## src/rtl/storage_pkg.sv

```systemverilog
// storage_pkg: shared storage types, the SRAM address limit and the byte-enable merge helper.
package storage_pkg;
   localparam logic [31:0] SRAM_LIMIT = 32'h0000_0FFF;
   typedef enum logic [2:0] {IDLE, ISSUE, RMW_RD, RMW_GAP, RMW_WR, RESP} state_t;
   function automatic logic [31:0] be_merge(input logic [31:0] old_d, input logic [31:0] new_d,
                                            input logic [3:0] be);
      logic [31:0] m;
      for (int i = 0; i < 4; i++) m[8*i +: 8] = be[i] ? new_d[8*i +: 8] : old_d[8*i +: 8];
      return m;
   endfunction
endpackage

```

## src/rtl/mem_bridge.sv

```systemverilog
// mem_bridge: turns core mem_* requests into storage controller sc_* accesses.
//   clk, rst (sync, active-low)
//   mem_req/mem_gnt/mem_addr/mem_we/mem_be/mem_wdata : core request side
//   mem_rvalid/mem_err/mem_rdata                      : one-cycle core response
//   sc_access/sc_is_writing/sc_addr/sc_d_in/sc_be     : controller command (registered)
//   sc_d_out/sc_out_valid                             : controller completion
module mem_bridge
   import storage_pkg::*;
#(
   parameter int          MEM_W      = 32,
   parameter int          TIMEOUT    = 1024,
   parameter logic [31:0] SRAM_LIMIT = storage_pkg::SRAM_LIMIT
) (
   input  logic               clk,
   input  logic               rst,
   input  logic               mem_req,
   output logic               mem_gnt,
   input  logic [31:0]        mem_addr,
   input  logic               mem_we,
   input  logic [MEM_W/8-1:0] mem_be,
   input  logic [MEM_W-1:0]   mem_wdata,
   output logic               mem_rvalid,
   output logic               mem_err,
   output logic [MEM_W-1:0]   mem_rdata,
   output logic               sc_access,
   output logic               sc_is_writing,
   output logic [31:0]        sc_addr,
   output logic [31:0]        sc_d_in,
   output logic [MEM_W/8-1:0] sc_be,
   input  logic [31:0]        sc_d_out,
   input  logic               sc_out_valid
);
   localparam int CW = $clog2(TIMEOUT + 1);
   state_t             r_state;
   logic               r_imm, r_we, r_sc_access, r_sc_wr, r_prev_access, r_rvalid, r_err;
   logic [31:0]        r_addr;
   logic [MEM_W/8-1:0] r_be;
   logic [MEM_W-1:0]   r_wdata, r_rdata;
   logic [CW-1:0]      r_cnt;
   logic [31:0]        w_addr;
   logic               w_rise, w_to;
   assign w_addr        = mem_addr & 32'hFFFF_FFFC;
   assign w_rise        = r_sc_access & ~r_prev_access;
   // the rising-edge cycle itself restarts the count, so a stale count never times out
   assign w_to          = r_sc_access & ~w_rise & (r_cnt == CW'(TIMEOUT - 1));
   assign mem_gnt       = rst & mem_req & (r_state == IDLE);
   assign mem_rvalid    = r_rvalid;
   assign mem_err       = r_err;
   assign mem_rdata     = r_rdata;
   assign sc_access     = r_sc_access;
   assign sc_is_writing = r_sc_wr;
   assign sc_addr       = r_addr;
   assign sc_d_in       = r_wdata;
   assign sc_be         = {(MEM_W/8){r_sc_access}};
   always_ff @(posedge clk) begin
      if (!rst) begin
         r_prev_access <= 1'b0;
         r_cnt         <= '0;
      end else begin
         r_prev_access <= r_sc_access;
         r_cnt         <= w_rise ? '0 : r_cnt + 1'b1;
      end
   end
   always_ff @(posedge clk) begin
      if (!rst) begin
         r_state     <= IDLE;
         r_imm       <= 1'b0;
         r_we        <= 1'b0;
         r_sc_access <= 1'b0;
         r_sc_wr     <= 1'b0;
         r_rvalid    <= 1'b0;
         r_err       <= 1'b0;
         r_addr      <= '0;
         r_be        <= '0;
         r_wdata     <= '0;
         r_rdata     <= '0;
      end else begin
         case (r_state)
            IDLE: begin
               r_rvalid <= 1'b0;
               if (mem_gnt) begin
                  r_addr  <= w_addr;
                  r_we    <= mem_we;
                  r_be    <= mem_be;
                  r_wdata <= mem_wdata;
                  r_rdata <= '0;
                  r_err   <= 1'b0;
                  // immediate responses park one extra cycle in RESP via r_imm
                  if (mem_we && mem_be == '0) begin
                     r_state <= RESP;
                     r_imm   <= 1'b1;
                  end else if (mem_we && mem_addr >= SRAM_LIMIT) begin
                     r_state <= RESP;
                     r_imm   <= 1'b1;
                     r_err   <= 1'b1;
                  end else if (mem_we && !(&mem_be)) begin
                     r_state     <= RMW_RD;
                     r_sc_access <= 1'b1;
                     r_sc_wr     <= 1'b0;
                  end else begin
                     r_state     <= ISSUE;
                     r_sc_access <= 1'b1;
                     r_sc_wr     <= mem_we;
                  end
               end
            end
            ISSUE, RMW_WR: begin
               if (sc_out_valid || w_to) begin
                  r_state     <= RESP;
                  r_sc_access <= 1'b0;
                  r_sc_wr     <= 1'b0;
                  r_rvalid    <= 1'b1;
                  r_err       <= ~sc_out_valid;
                  r_rdata     <= (sc_out_valid && !r_we) ? sc_d_out : '0;
               end
            end
            RMW_RD: begin
               if (sc_out_valid) begin
                  r_state     <= RMW_GAP;
                  r_sc_access <= 1'b0;
                  r_wdata     <= be_merge(sc_d_out, r_wdata, r_be);
               end else if (w_to) begin
                  r_state     <= RESP;
                  r_sc_access <= 1'b0;
                  r_rvalid    <= 1'b1;
                  r_err       <= 1'b1;
               end
            end
            RMW_GAP: begin
               r_state     <= RMW_WR;
               r_sc_access <= 1'b1;
               r_sc_wr     <= 1'b1;
            end
            RESP: begin
               if (r_imm) begin
                  r_imm    <= 1'b0;
                  r_rvalid <= 1'b1;
               end else begin
                  r_state  <= IDLE;
                  r_rvalid <= 1'b0;
               end
            end
            default: r_state <= IDLE;
         endcase
      end
   end
endmodule
```

## config.mk

```make
export PLATFORM = sky130hd
export DESIGN_NAME = mem_bridge
export DESIGN_NICKNAME = d
export VERILOG_FILES = /design/src/rtl/storage_pkg.sv /design/src/rtl/mem_bridge.sv
export SDC_FILE = /design/constraint.sdc
export NUM_CORES = 1
export LEC_CHECK = 0
export CELL_PAD_IN_SITES_DETAIL_PLACEMENT = 0
export CELL_PAD_IN_SITES_GLOBAL_PLACEMENT = 1
export CORE_MARGIN = 3
export CORE_UTILIZATION = 25
export CTS_BUF_LIST = sky130_fd_sc_hd__clkbuf_8
export DETAILED_ROUTE_END_ITERATION = 16
export PLACE_DENSITY = 0.62
export SETUP_SLACK_MARGIN = 0.05
export SKIP_LAST_GASP = 1
export SYNTH_ARGS = -nofsm -noshare
export SYNTH_HDL_FRONTEND = slang
export SYNTH_SLANG_ARGS = --single-unit
```

## constraint.sdc

```tcl
create_clock -name clk -period 2.65 [get_ports clk]
set_input_delay 0.3975 -clock clk [delete_from_list [all_inputs] [get_ports clk]]
set_output_delay 0.3975 -clock clk [all_outputs]
set_load 0.1 [all_outputs]
```

# After elaboration in Yosys (flattened, before gate mapping)
# Index checks and enable logic that the tools add are counted.
[word_totals] regBits=119 latchBits=0 mem_bits_rw=0 mem_bits_ro=0 in_bits=105 output_inout_bits=105 word_cells=124 n_memories=0
[classes] n_addsub=1 mul=0 div=0 magnitude_cmp=1 n_eq_ne=20 shifts=0 mux=46 bitwise_logic=9 n_reduce_logical=31
[op_table] cell="$mux W32" n=5
[op_table] cell="$pmux W32 S2" n=2
[op_table] cell="$ge A32 B12 Y1 const B" n=1
[op_table] cell="$mux W8" n=4
[op_table] cell="$reduce_and A4 Y1" n=7
[op_table] cell="$ne A2 B2 Y1 const B" n=12
[op_table] cell="$mux W1" n=21
[op_table] cell="$mux W3" n=7
[op_table] cell="$pmux W3 S5" n=1
[op_table] cell="$add A11 B1 Y11 const B" n=1
[op_table] cell="$eq A11 B10 Y1 const B" n=1
[op_table] cell="$reduce_and A5 Y1" n=2
[op_table] cell="$pmux W1 S4" n=2
[op_table] cell="$reduce_bool A4 Y1" n=2
[op_table] cell="$eq A3 B2 Y1 const B" n=2
[op_table] cell="$eq A3 B3 Y1 const B" n=2
[op_table] cell="$pmux W1 S3" n=2
[op_table] cell="$reduce_and A3 Y1" n=2
[op_table] cell="$reduce_and A6 Y1" n=1
[op_table] cell="$reduce_bool A2 Y1" n=3
[op_table] cell="$reduce_bool A3 Y1" n=2
[op_table] cell="$and A1 B1 Y1" n=5
[op_table] cell="$logic_and A1 B1 Y1" n=4
[op_table] cell="$logic_not A4 Y1" n=1
[op_table] cell="11 further kinds" n=16

# Logic depth before layout (Yosys ltp)
# Gate-level depths: netlist of the first run.
[depth] ltp_word=8 mapped_depth=9 mapped_depth_nobuf=7

# Worst setup path after synthesis of the first run
# OpenSTA, ideal clock, no wires.
[synth_path] kind="flip-flop to flip-flop" from="register r_sc_access, in the netlist sc_access" to="register r_sc_access, in the netlist sc_access" setup_time_ps=123 t_arrival_ps=2178 required_ps=2527 slack_ps=349 stages_incl_launch_ff=6 path_buffers=0 synth_period_minus_slack_ps=2301 path_cell_list="dfxtp_1 -> nand3b_1 -> o21ai_4 -> o21ai_1 -> nor3_1 -> mux2_1"
[synth_between] elab_chain_cells=7 word_cells_on_any_way=8 classes_between="eq/ne (2); bitwise (4); reduce/logical (2)"
[synth_rtl] element="from (decl)" line="mem_bridge.sv:35" rtl="logic r_imm, r_we, r_sc_access, r_sc_wr, r_prev_access, r_rvalid, r_err;"
[synth_rtl] element="from (signal assigned)" line="mem_bridge.sv:69" rtl="r_sc_access <= 1'b0;"
[synth_rtl] element="from (signal assigned)" line="mem_bridge.sv:98" rtl="r_sc_access <= 1'b1;"
[synth_rtl] element="from (signal assigned)" line="mem_bridge.sv:102" rtl="r_sc_access <= 1'b1;"
[synth_rtl] element="$and A1 B1 Y1" line="mem_bridge.sv:43" rtl="assign w_rise = r_sc_access & ~r_prev_access;"
[synth_rtl] element="$not A1 Y1" line="mem_bridge.sv:45" rtl="assign w_to = r_sc_access & ~w_rise & (r_cnt == CW'(TIMEOUT - 1));"
[synth_rtl] element="$and A1 B1 Y1 * (2 in a row)" line="mem_bridge.sv:45"
[synth_rtl] element="$logic_or A1 B1 Y1" line="mem_bridge.sv:108" rtl="if (sc_out_valid || w_to) begin"
[synth_rtl] element="$ne A2 B2 Y1 (no source line)"
[synth_rtl] element="$reduce_and A6 Y1 (no source line) *"
# Every way passes the cells marked *; elsewhere a longest branch is shown, timed or not.
# A chain may end at the register's enable or synchronous reset.

# Worst setup path after layout of the first run
[layout_path] from="register r_state[1]" to="output port mem_gnt"
[layout_between] elab_chain_cells=2
[layout_rtl] element="from (decl)" line="mem_bridge.sv:34" rtl="state_t r_state;"
[layout_rtl] element="from (signal assigned)" line="mem_bridge.sv:66" rtl="r_state <= IDLE;"
[layout_rtl] element="from (signal assigned)" line="mem_bridge.sv:90" rtl="r_state <= RESP;"
[layout_rtl] element="from (signal assigned)" line="mem_bridge.sv:93" rtl="r_state <= RESP;"
[layout_rtl] element="$logic_not A3 Y1" line="mem_bridge.sv:46" rtl="assign mem_gnt = rst & mem_req & (r_state == IDLE);"
[layout_rtl] element="$and A1 B1 Y1" line="mem_bridge.sv:46"
[layout_rtl] element="to (decl)" line="mem_bridge.sv:17" rtl="output logic mem_gnt,"
# No other way between the ends.

==> results of run 1 <==
==> per-stage QoR <==
stage / setup WS, ps / area, µm² / utilization (%) / cells / power, mW
6_report: 204 / 7670 / 37.7 / 1045 / 8.50
5_1_grt: 55.7 / 7670 / 37.7 / 1045 / 8.90
4_1_cts: 158 / 7670 / 37.7 / 1045 / 8.59
3_5_place_dp: 93.0 / 7260 / 35.6 / 1013 / 6.85
3_3_place_gp: 141 / 7260 / 35.6 / 1013 / 6.83
2_1_floorplan: 349 / 5200 / - / 567 / 5.81
==> final timing paths <==
path	start	end	cells past startpoint
setup / recovery	r_state[1]$_SDFFE_PN0P_	mem_gnt	5
hold / removal	rst	mem_rvalid$_SDFFE_PN0P_	2
setup reg to reg	r_cnt[0]$_SDFF_PP0_	mem_rdata[2]$_SDFFE_PN0P_	8
hold reg to reg	sc_addr[29]$_SDFFE_PN0P_	sc_addr[29]$_SDFFE_PN0P_	2
==> power by group through the flow <==
stage          Combinational, mW  Clock [mW]  Sequential (mW)
2_1_floorplan               1.22           0             4.59
3_3_place_gp                4.39           0             2.44
3_5_place_dp                4.41           0             2.44
4_1_cts                     4.41        1.77             2.41
5_1_grt                     4.58        1.85             2.46
6_report                    4.37        1.72             2.41
==> layout by cell type, fill, tap and decap left out, types with 4 or more instances in the layout <==
cell type	Yosys	final
dfxtp_1	119	118
buf_4	11	117
nand2_1	116	116
clkdlybuf4s50_1	0	103
o21ai_0	44	44
mux2i_1	34	34
o211a_1	32	32
a22oi_1	32	32
nor2b_1	32	32
nor2_1	21	21
clkbuf_8	0	18
nand3_1	10	10
xor2_1	9	9
a21oi_1	9	9
inv_1	5	7
a21oi_4	6	6
nor3_1	7	6
nor4_1	5	5
clkinvlp_4	0	4
==> sequential cells by signal, indices dropped and copies added, names as in the netlist <==
register       count
sc_is_writing      1
r_we               1
sc_d_in           32
r_imm              1
sc_addr           30
r_cnt             11
mem_rdata         32
r_prev_access      1
mem_err            1
r_be               4
mem_rvalid         1
sc_access          1
r_state            3
==> worst max-delay path, cell delays in order, from the launching register on <==
cell and delay [ps]:
dfxtp_2 400, buf_4 210, nor3_4 250, and3_4 290
buf_4 250, buf_12 200
==> metal layers <==
layer	wire (µm)	vias to the layer above	track usage, %
met5	0	-	0
met4	180	0	3.93
met3	1480	13	6.50
met2	7370	149	22.5
met1	6950	2166	17.1
li1	-	2367	-
==> layout make-up <==
type	instances	area, µm²	share of cell area (%)
tap	270	338	4.41
clock inverter	14	160	2.09
sequential	119	2380	31.1
inverter	7	26.3	0.343
timing repair buffer	223	1970	25.7
multi-input combinational	394	2540	33.2
clock buffer	18	248	3.23
==> what timing repair did <==
| action | CTS | global route |
|---|---|---|
| resized for setup | 1 | 0 |
| hold endpoints to repair | 0 | 0 |
| setup endpoints to repair | 1 | 0 |
==> cell families after synthesis <==
family                   Yosys count
flip-flops                       119
AO/OA/AOI/OAI                    136
other                              1
multiplexers                      35
adder cells (fa/ha/maj)            1
AND/OR/NAND/NOR                  210
buffers and inverters             54
XOR/XNOR                          10
==> impl_metrics.py, run 1 <==
metrics = {
    "die": {
        "ios": 210,
        "rows": 52,
        "design.core.area_mm2": 0.0204,
        "die_width_um": 150,
        "die_area_mm2": 0.0226,
        "dieHeight_um": 150,
        "initial_utilization_pct": 25.5,
    },
    "clock_network": {
        "cts_tree": "done",
        "cts-root-buf": "clkbuf_8",
        "clk_latency_ps": 440,
        "cts_setup_buffers": 0,
        "numCtsBuffers": 17,
        "cts_sinks": 119,
        "htreeDepth": 4,
        "cts_hold_buf": 0,
        "clkTransAtPathRegs_ps": 70,
        "cts_buffer_depth": 2,
    },
    "timing": {
        "hold_viol": 0,
        "layout_min_cycle_time_ps": 2450,
        "fin_tns_setup_ps": 0,
        "fin_crit_sh_pct": 92.3,
        "finalSetupViolCount": 0,
        "rsz0062_at_grt": "false",
        "fmax_ghz": 0.409,
        "finalClockSkew_ps": 10.4,
        "maxSlewViolCount": 0,
        "hold_slack_ps": 394,
    },
    "detailed_routing": {
        "ant_nets": 0,
        "wl_um": 16000,
        "drt-wirelength-per-cell_um": 15.3,
        "drcViolationCount": 0,
        "drt-pass1-iter-count": 4,
        "vias": 4695,
        "initialDrtViolationCount": 161,
        "viasPerCell": 4.49,
    },
    "setup_path": {
        "end_kind": "primary output",
        "worst-setup-path-type": "reg -> out",
        "cp-start-kind": "flip-flop",
        "critPathArrivalTime_ps": 2050,
        "critPathRequiredTime_ps": 2250,
        "crit_fanout": 20,
        "rrSetupSlack_ps": 450,
    },
    "logic_synthesis": {
        "synth_top_cell_area_share_pct": 45.8,
        "synth_area_leader_cell": "dfxtp_1",
        "ys_ff_latch": 119,
        "synth-simple-area-share_pct": 19.2,
        "synthTopCellsByArea": "dfxtp_1, nand2_1, mux2i_1",
        "synth_compound_area_share_pct": 20.5,
        "synth_top_family_by_area": "compound AO/OA/AOI/OAI gates",
        "ys.flop_type": "dfxtp_1",
        "synth.most_common_cell": "dfxtp_1",
        "synthMuxAreaShare_pct": 6.76,
        "synth_xor_area_share_pct": 1.68,
        "seq_area_frac_synth_pct": 45.8,
        "netlist_area_mm2": 0.00520,
        "ys_warn_count": 0,
        "synth_cell_type_count": 47,
        "async_flop_share_pct": 0,
        "synthCells": 566,
        "synth-edff-count": 0,
        "synthAdderAreaFrac_pct": 0.241,
        "netlist_top_cells_count": "dfxtp_1, nand2_1, o21ai_0",
        "avgSynthCellArea_um2": 9.19,
    },
    "placed_design": {
        "port_buffers": 207,
        "place_hpwl_um": 12000,
        "routabilityCongestion": 0.755,
    },
    "min_path": {
        "min_path_type": "in -> reg",
    },
    "run": {
        "maxCapViolations": 0,
    },
    "power": {
        "share_comb_of_total_power_pct": 51.4,
        "switchingPower_mw": 4.38,
        "ir_drop_mv": 0.593,
        "power.internal_mw": 4.12,
        "p_clk_share_pct": 20.2,
        "powerDensity_mw_per_mm2": 1110,
        "seq_power_share_pct": 28.4,
        "p_sw_share_pct": 51.5,
        "leakagePower_nw": 3.26,
    },
    "status": {
        "status": "finished, final reports clean",
    },
    "layout": {
        "fill_cells": 2093,
        "nets": 868,
        "drive_gt1_share_pct": 21.9,
        "antennaDiodeCount": 0,
        "syn_to_final_growth_pct": 47.4,
    },
    "global_routing": {
        "grt_antenna_before_repair": 0,
        "grt_pass1_vias": 4881,
        "overflow": 0,
        "grt_usage_pct": 14.1,
        "grt_max_degree": 42,
        "grt_pass1_wl_um": 25100,
    },
}
No activity file was read; power rests on OpenSTA's default activity.
==> run 2: changes to the inputs <==
--- a/config.mk
+++ b/config.mk
@@ -12,7 +12,7 @@
 export CTS_BUF_LIST = sky130_fd_sc_hd__clkbuf_8
 export DETAILED_ROUTE_END_ITERATION = 16
 export PLACE_DENSITY = 0.62
-export SETUP_SLACK_MARGIN = 0.05
+export SETUP_SLACK_MARGIN = 0.5
 export SKIP_LAST_GASP = 1
 export SYNTH_ARGS = -nofsm -noshare
 export SYNTH_HDL_FRONTEND = slang
==> run 2 against run 1 <==
Against the previous run: register-to-register slack improved by 150 ps; cell count up 0.48%; fmax grew 19%; clock power is essentially flat; utilization rose by 0.74 points; setup slack gained 380 ps; design area is 2.0% higher.
==> impl_metrics.py, run 2 (same netlist as run 1, synthesis figures left out) <==
metrics = {
    "status": {
        "status": "finished, final reports clean",
    },
    "detailed_routing": {
        "drt-pass1-iter-count": 5,
        "wl_um": 16300,
        "vias": 4763,
        "ant_nets": 0,
        "viasPerCell": 4.54,
        "initialDrtViolationCount": 184,
        "drt-wirelength-per-cell_um": 15.5,
        "drcViolationCount": 0,
    },
    "layout": {
        "drive_gt1_share_pct": 23.1,
        "syn_to_final_growth_pct": 50.3,
        "layout_common_cells": "buf_4, nand2_1, dfxtp_1",
        "antennaDiodeCount": 0,
        "nets": 875,
        "fin_area_mm2": 0.00782,
        "mostFrequentLayoutCell": "buf_4",
    },
    "timing": {
        "fin_tns_setup_ps": 0,
        "final.setup.worst_slack_ps": 586,
        "finalSetupViolCount": 0,
        "layout_min_cycle_time_ps": 2060,
        "fin_crit_sh_pct": 77.9,
        "hold_viol": 0,
        "finalClockSkew_ps": 14.4,
        "fmax_ghz": 0.484,
        "maxSlewViolCount": 0,
        "rsz0062_at_grt": "true",
    },
    "clock_network": {
        "clkTransAtPathRegs_ps": 70,
        "cts_buffer_depth": 2,
        "cts_sinks": 119,
        "cts-root-buf": "clkbuf_8",
        "htreeDepth": 4,
        "cts_tree": "done",
        "clk_latency_ps": 440,
        "numCtsBuffers": 17,
    },
    "die": {
        "dieHeight_um": 150,
        "design.core.area_mm2": 0.0204,
        "die_area_mm2": 0.0226,
        "initial_utilization_pct": 25.5,
        "die_width_um": 150,
        "rows": 52,
        "ios": 210,
    },
    "power": {
        "leakagePower_nw": 3.32,
        "powerDensity_mw_per_mm2": 1100,
        "seq_power_share_pct": 28.1,
        "ir_drop_mv": 0.639,
        "p_sw_share_pct": 50.6,
        "switchingPower_mw": 4.35,
        "power_mw": 8.60,
        "share_comb_of_total_power_pct": 51.8,
        "power.internal_mw": 4.25,
        "p_clk_share_pct": 20.1,
    },
    "placed_design": {
        "place_hpwl_um": 11800,
        "port_buffers": 207,
        "routabilityCongestion": 0.788,
        "pre_cts_ws_ps": 150,
        "placed_area_mm2": 0.00726,
    },
    "setup_path": {
        "critPathRequiredTime_ps": 2250,
        "critPathArrivalTime_ps": 1670,
        "cp-start-kind": "flip-flop",
        "slowest_delay_ps": 450,
        "crit_fanout": 11,
        "path_buf_inv": 1,
        "crit_family": "simple AND/OR/NAND/NOR gates",
        "end_kind": "primary output",
        "rrSetupSlack_ps": 600,
        "worst-setup-path-type": "reg -> out",
        "crit_chain": "nor3_4, and3_4, buf_12",
        "cp_slowest_cell": "dfxtp_1",
    },
    "global_routing": {
        "grt_max_degree": 43,
        "overflow": 0,
        "grt_usage_pct": 14.2,
        "gr-usage-met1_pct": 17.1,
        "grt_use_met2_pct": 23.2,
        "busiest_layer": "met2",
        "grt_pass1_vias": 4879,
        "gr-usage-met3_pct": 6.38,
        "grt_antenna_before_repair": 0,
        "grt_pass1_wl_um": 25200,
    },
    "min_path": {
        "min_path_type": "in -> reg",
    },
    "run": {
        "maxCapViolations": 0,
    },
}
## run 2: changes by cell type in the layout (fill, tap and decap cells not counted), sizes merged
cell      delta
buf          +7
clkbuf       +3
clkinvlp     -2
clkinv       -3
## run 2: cell type report
cell class                 instances  area, µm²
tap                              270        338
inverter                           7       26.3
fill                            2051      12500
multi-input combinational        394       2570
clock buffer                      21        289
timing repair buffer             230       2080
clock inverter                     9        126
sequential                       119       2390
## run 2: stage by stage
stage,hold WS (ps),util (%),instances
floorplan,448,-,567
global placement,447,35.6,1011
detailed placement,456,35.6,1011
CTS,357,37.8,1043
global route,354,38.4,1050
finish,384,38.4,1050
## run 2: timing repair
item / in CTS / in global routing
buffers inserted: 2 / 7
resized for setup: 1 / 5
hold buffers: 0 / 0
setup endpoints to repair: 29 / 60
pin swaps: 1 / 2
## run 2: power by group through the flow
stage | clock [mW] | combinational [mW] | sequential [mW]
after CTS | 1.79 | 4.41 | 2.41
after global placement | 0 | 4.39 | 2.43
after global routing | 1.88 | 4.66 | 2.46
final | 1.73 | 4.46 | 2.41
after floorplan | 0 | 1.21 | 4.59
after detailed placement | 0 | 4.40 | 2.44
## run 2: routing by layer
layer	vias to the layer above	routed length, µm
met1	2219	7060
met3	10	1440
li1	2377	-
met2	157	7690
met4	0	117
met5	-	0
## run 2: final timing paths
path                                            endpoint  depth (start not counted)                startpoint
worst max-delay path                             mem_gnt                          3   r_state[2]$_SDFFE_PN0P_
worst min-delay path             sc_d_in[2]$_SDFFE_PN0P_                          2                       rst
worst max register to register    sc_access$_SDFFE_PN0P_                          5   r_state[2]$_SDFFE_PN0P_
worst min register to register  sc_addr[25]$_SDFFE_PN0P_                          2  sc_addr[25]$_SDFFE_PN0P_
